[src/rtl/adc_pkg.sv]
// Shared types and frame constants for the ADC serial frame responder.
package adc_pkg;

  typedef enum logic [1:0] {
    IDLE  = 2'd0,
    SHIFT = 2'd1,
    DONE  = 2'd2
  } state_t;

  localparam int FRAME_BITS = 16;
  localparam int LEAD_ZEROS = 4;
  localparam int BIT_CNT_W  = 4;

  // bit_cnt values at which the two address bits arrive on din
  localparam logic [BIT_CNT_W-1:0] ADDR_BIT1 = 4'd12;
  localparam logic [BIT_CNT_W-1:0] ADDR_BIT0 = 4'd11;
  localparam logic [BIT_CNT_W-1:0] CNT_LAST  = 4'd15;

endpackage

[src/rtl/adc_edge_detect.sv]
// One-flop history on sclk and cs_n, producing single-cycle edge strobes.
module adc_edge_detect (
  input  logic i_clk,
  input  logic i_reset,
  input  logic i_sclk,
  input  logic i_cs_n,
  output logic o_rise,
  output logic o_fall,
  output logic o_cs_fall,
  output logic o_cs_rise
);

  logic r_sclk_q;
  logic r_cs_q;

  // History flops; cs_q resets high so a low cs_n right after reset starts a frame
  always_ff @(posedge i_clk) begin
    if (i_reset) begin
      r_sclk_q <= 1'b1;
      r_cs_q   <= 1'b1;
    end else begin
      r_sclk_q <= i_sclk;
      r_cs_q   <= i_cs_n;
    end
  end

  assign o_rise    =  i_sclk & ~r_sclk_q;
  assign o_fall    = ~i_sclk &  r_sclk_q;
  assign o_cs_fall = ~i_cs_n &  r_cs_q;
  assign o_cs_rise =  i_cs_n & ~r_cs_q;

endmodule

[src/rtl/adc_spi_responder.sv]
// ADC-style serial responder: 16-clock frame, 4 leading zeros then a
// DATA_W-bit sample MSB-first. The sample sent belongs to the channel
// addressed in the previous completed frame.
// Optional build macro ADC_RESP_TEST_PATTERN_EN replaces ch_data with
// per-channel incrementing counters {ch, count}.
module adc_spi_responder
  import adc_pkg::*;
#(
  parameter int DATA_W = 12,
  parameter int ADDR_W = 2
) (
  input  logic                           i_clk,
  input  logic                           i_reset,
  input  logic                           i_sclk,
  input  logic                           i_cs_n,
  input  logic                           i_din,
  input  logic [(2**ADDR_W)*DATA_W-1:0]  i_ch_data,
  output logic                           o_dout,
  output logic [ADDR_W-1:0]              o_cur_addr,
  output logic                           o_frame_done,
  output logic                           o_frame_err
);

  localparam int NUM_CH = 2**ADDR_W;
  localparam int TX_W   = DATA_W + LEAD_ZEROS;

  logic w_rise;
  logic w_fall;
  logic w_cs_fall;
  logic w_cs_rise;

  state_t                 r_state;
  state_t                 w_state_nxt;
  logic                   w_frame_done;
  logic                   w_abort;
  logic [BIT_CNT_W-1:0]   r_bit_cnt;
  logic [TX_W-1:0]        r_tx_shift;
  logic [ADDR_W-1:0]      r_cur_addr;
  logic [ADDR_W-1:0]      r_addr_nxt;
  logic                   r_frame_err;
  logic [DATA_W-1:0]      w_sample;

  adc_edge_detect u_edge (
    .i_clk     (i_clk),
    .i_reset   (i_reset),
    .i_sclk    (i_sclk),
    .i_cs_n    (i_cs_n),
    .o_rise    (w_rise),
    .o_fall    (w_fall),
    .o_cs_fall (w_cs_fall),
    .o_cs_rise (w_cs_rise)
  );

`ifdef ADC_RESP_TEST_PATTERN_EN
  logic [DATA_W-ADDR_W-1:0] r_pat_cnt [NUM_CH];
  logic                     w_unused_ch_data;

  assign w_unused_ch_data = ^i_ch_data;
  assign w_sample         = {r_cur_addr, r_pat_cnt[r_cur_addr]};

  // Pattern counters advance only for the channel whose frame completed
  always_ff @(posedge i_clk) begin
    if (i_reset) begin
      for (int i = 0; i < NUM_CH; i++) r_pat_cnt[i] <= '0;
    end else if (r_state == DONE) begin
      r_pat_cnt[r_cur_addr] <= r_pat_cnt[r_cur_addr] + 1'b1;
    end
  end
`else
  assign w_sample = i_ch_data[r_cur_addr*DATA_W +: DATA_W];
`endif

  // State register
  always_ff @(posedge i_clk) begin
    if (i_reset) r_state <= IDLE;
    else         r_state <= w_state_nxt;
  end

  // Next-state decode; the final rise beats a simultaneous cs_rise
  always_comb begin
    w_state_nxt  = r_state;
    w_frame_done = 1'b0;
    w_abort      = 1'b0;
    case (r_state)
      IDLE: begin
        if (w_cs_fall) w_state_nxt = SHIFT;
      end
      SHIFT: begin
        if (w_rise && (r_bit_cnt == '0)) begin
          w_state_nxt = DONE;
        end else if (w_cs_rise) begin
          w_state_nxt = IDLE;
          w_abort     = 1'b1;
        end
      end
      DONE: begin
        w_frame_done = 1'b1;
        w_state_nxt  = IDLE;
      end
      default: w_state_nxt = IDLE;
    endcase
  end

  // Frame datapath: sample load, bit counting, address capture, output shift
  always_ff @(posedge i_clk) begin
    if (i_reset) begin
      r_bit_cnt   <= CNT_LAST;
      r_tx_shift  <= '0;
      r_cur_addr  <= '0;
      r_addr_nxt  <= '0;
      r_frame_err <= 1'b0;
    end else begin
      r_frame_err <= w_abort;
      case (r_state)
        IDLE: begin
          if (w_cs_fall) begin
            r_bit_cnt  <= CNT_LAST;
            r_tx_shift <= {{LEAD_ZEROS{1'b0}}, w_sample};
          end
        end
        SHIFT: begin
          if (!w_abort) begin
            if (w_rise) begin
              if (r_bit_cnt == ADDR_BIT1) r_addr_nxt[1] <= i_din;
              if (r_bit_cnt == ADDR_BIT0) r_addr_nxt[0] <= i_din;
              r_bit_cnt <= r_bit_cnt - 1'b1;
            end
            if (w_fall) r_tx_shift <= {r_tx_shift[TX_W-2:0], 1'b0};
          end
        end
        DONE: begin
          r_cur_addr <= r_addr_nxt;
        end
        default: ;
      endcase
    end
  end

  assign o_dout       = (r_state == SHIFT) & r_tx_shift[TX_W-1];
  assign o_cur_addr   = r_cur_addr;
  assign o_frame_done = w_frame_done;
  assign o_frame_err  = r_frame_err;

endmodule

[config.mk]
export PLATFORM = sky130hd
export DESIGN_NAME = adc_spi_responder
export DESIGN_NICKNAME = d
export VERILOG_FILES = /design/src/rtl/adc_pkg.sv /design/src/rtl/adc_edge_detect.sv /design/src/rtl/adc_spi_responder.sv
export SDC_FILE = /design/constraint.sdc
export NUM_CORES = 1
export LEC_CHECK = 0
export CORE_MARGIN = 3
export CORE_UTILIZATION = 47
export CTS_BUF_LIST = sky130_fd_sc_hd__clkbuf_8
export CTS_CLUSTER_SIZE = 10
export DETAILED_ROUTE_END_ITERATION = 8
export GPL_TIMING_DRIVEN = 0
export PLACE_DENSITY_LB_ADDON = 0.08
export SLEW_MARGIN = 10
export SYNTH_ARGS = -nofsm -noshare
export SYNTH_HDL_FRONTEND = slang
export SYNTH_SLANG_ARGS = --single-unit
[constraint.sdc]
create_clock -name i_clk -period 1.6 [get_ports i_clk]
set_input_delay 0.32 -clock i_clk [delete_from_list [all_inputs] [get_ports i_clk]]
set_output_delay 0.32 -clock i_clk [all_outputs]
set_load 0.01 [all_outputs]
==> metrics.cfg <==
[timing]
slew_headroom_pct=58.4
final.period_utilization_pct=98.1
tightest_slew_ns=0.624
max_freq_mhz=637
drv_slew=0
setup_viol=0
hold_violations=0
finClkSkew_ns=0.00365
fin_hold_ws_ns=0.440
fin_setup_tns_ns=0
finalWorstSetupSlack_ns=0.0299
min_period_ns=1.57

[worst_setup_path]
crit_required_ns=1.28
r2r-end=r_bit_cnt[3]
worst_r2r_path_depth=6
cp_max_fo=5
r2r_slack_ns=0.09
criticalPathCategory=reg -> out
end_kind=output port
cp_data_arrival_time_ns=1.25
setup.worst_path.start_class=flop
timing.rr.start=r_bit_cnt[1]

[synthesis]
synth_cell_types=39
ys_async_sr_fraction_pct=0
synthTopCellsByArea=dfxtp_1, mux4_2, nand2_1, mux4_1, a311oi_2
ys_seq_area_share_pct=32.9
synth_most_common_cell=dfxtp_1
syn-mean-instance-area_um2=10.1
synth_top_cell_by_area=dfxtp_1
syn_nets=231
synth_seq_cells=29
synth_edf_count=0
synth_ff_type=dfxtp_1
syn_area_um2=1770
yosys_warnings=0
synth_common_cells=dfxtp_1, nand2_1, a21oi_1
synth_top_area_share_pct=32.9
syn-instance-count=175

[die]
io_pins=58
dieArea_um2=4530
rows=21
coreArea_um2=3470
chipWidth_um=67.3
fp.dieH_um=67.3
initial_utilization_pct=50.9

[run_status]
status=finished, final reports clean

[grt]
grt_max_degree=20
antenna_found_initial=0
grt_pass1_vias=1696
grt_pass1_wl_um=7510
overflow=0
grt_usage_pct=22.4

[final_layout]
utilization_pct=74.4
seqCellArea_um2=592
fillers=261
multi_input_area_um2=1080
layoutNonFillerInstCount=291
area_growth_pct=46.1
drive_gt1_share_pct=25.7
stdcell_area_um2=2580
final_nets=301
antenna_cells_inserted=0

[place]
dp_slack_ns=-0.518
dpl_cell_area_um2=2380
port_buffers=56
post-place-cells=277
globalplace.congestion=0.860
dp_hpwl_um=3570

[detailed_routing]
routed_wl_um=4680
vias_per_cell=5.86
drtPass1Iterations=4
detail_route.wl_per_cell_um=16.1
drc_errors=0
vias=1704
antenna_left=0
drt_iter0_drc=144

[pwr]
switching_power_mw=0.461
combPwrFrac_pct=23.4
vdd_drop_max_mv=0.429
fin_total_pwr_mw=1.80
p_per_area_nw_per_um2=700
clkPwrFrac_pct=33.1
p_sw_share_pct=25.5
p_int_mw=1.34
pwr-share-seq_pct=43.5
p_leak_nw=0.963

[cts]
cts_root_buf=clkbuf_8
cts_buffers=5
cts_buffer_depth=2
cts_tree=built
clkSinkCount=29
clock_latency_ns=0.28
h-tree-depth=2
path_clk_slew_ns=0.06
hold_buffers=0

[min_path]
hold_class=in -> reg
hp-start=i_reset
hold_depth=2
min_to=r_tx_shift[3]

[job]
max-cap-violations=0

-- sequential cells by signal (all words and copies together) (netlist names) --
name	cells
o_cur_addr	2
o_frame_err	1
r_addr_nxt	2
r_bit_cnt	4
r_state	2
r_tx_shift	16
u_edge.r_cs_q	1
u_edge.r_sclk_q	1
-- power by group through the flow --
stage          Combinational (mW)  Clock (mW)  Sequential (mW)
2_1_floorplan               0.221           0            0.796
4_1_cts                     0.410       0.612            0.785
3_5_place_dp                0.391           0            0.802
3_3_place_gp                0.379           0            0.800
5_1_grt                     0.453       0.645            0.788
6_report                    0.422       0.598            0.785
-- worst max path at each step --
stage / startpoint / end / slack, ns / cells after the start
2_1_floorplan: o_cur_addr[0] / r_tx_shift[7] / 0.06 / 4
3_3_place_gp: r_state[0] / o_dout / -0.48 / 5
3_5_place_dp: r_state[0] / o_dout / -0.52 / 5
4_1_cts: r_state[1] / o_dout / -0.05 / 4
5_1_grt: r_bit_cnt[1] / r_bit_cnt[3] / -0.007 / 6
6_report: r_state[1] / o_dout / 0.03 / 4
-- layout by cell type (no fill, tap or decap), types with 2 or more instances in the layout --
| cell | count |
|---|---|
| dfxtp_4 | 2 |
| clkbuf_8 | 7 |
| and3b_1 | 2 |
| or2_2 | 2 |
| dfxtp_1 | 24 |
| a31oi_1 | 3 |
| buf_2 | 2 |
| nor2_1 | 6 |
| inv_1 | 4 |
| a311oi_1 | 5 |
| a21oi_2 | 5 |
| nand4_1 | 7 |
| nand2_1 | 25 |
| a311oi_2 | 6 |
| buf_6 | 3 |
| buf_4 | 10 |
| ha_1 | 2 |
| clkbuf_1 | 3 |
| mux4_1 | 3 |
| mux4_2 | 9 |
| buf_12 | 2 |
| dlygate4sd2_1 | 2 |
| o21ai_0 | 9 |
| dfxtp_2 | 3 |
| clkdlybuf4s50_1 | 52 |
| nor3_1 | 5 |
| nor4_1 | 3 |
| mux2i_1 | 4 |
| nand2b_1 | 2 |
| a21oi_1 | 13 |
-- kinds of logic after synthesis --
family	count (synthesis)	share of synthesized area [%]
simple gates	63	19.0
compound gates	47	20.7
flops	29	32.9
buf+inv	17	7.09
mux	16	18.2
fa+ha+maj	3	2.13
-- layer usage --
metal,wire [um],vias up,global-route usage (%)
met5,0,-,0
met4,98,0,8.35
met3,384,11,7.15
met2,2220,83,36.6
met1,1980,807,27.5
li1,-,803,-
-- layout make-up --
type                       count  share of cell area, %
inverter                       3                  0.437
clock inverter                 1                  0.146
timing repair buffer          64                   24.0
sequential                    29                   23.0
buffer                        13                   4.95
clock buffer                   6                   3.20
tap                           46                   2.23
multi-input combinational    129                   42.1
-- critical path, cell delays in order (launching register included) --
cell and delay [ns]:
dfxtp_4 0.36, and2b_2 0.25, buf_12 0.13, and2_4 0.13, buf_6 0.11
-- repair_timing --
| item | 4_1_cts | 5_1_grt |
|---|---|---|
| endpoints found under the setup margin | 16 | 13 |
| setup buffers | 4 | 4 |
| pin swaps | 1 | 1 |
| hold endpoints to repair | 0 | 0 |
| gates resized for setup | 21 | 6 |
Note: power is estimated with default switching activity, not from simulation.
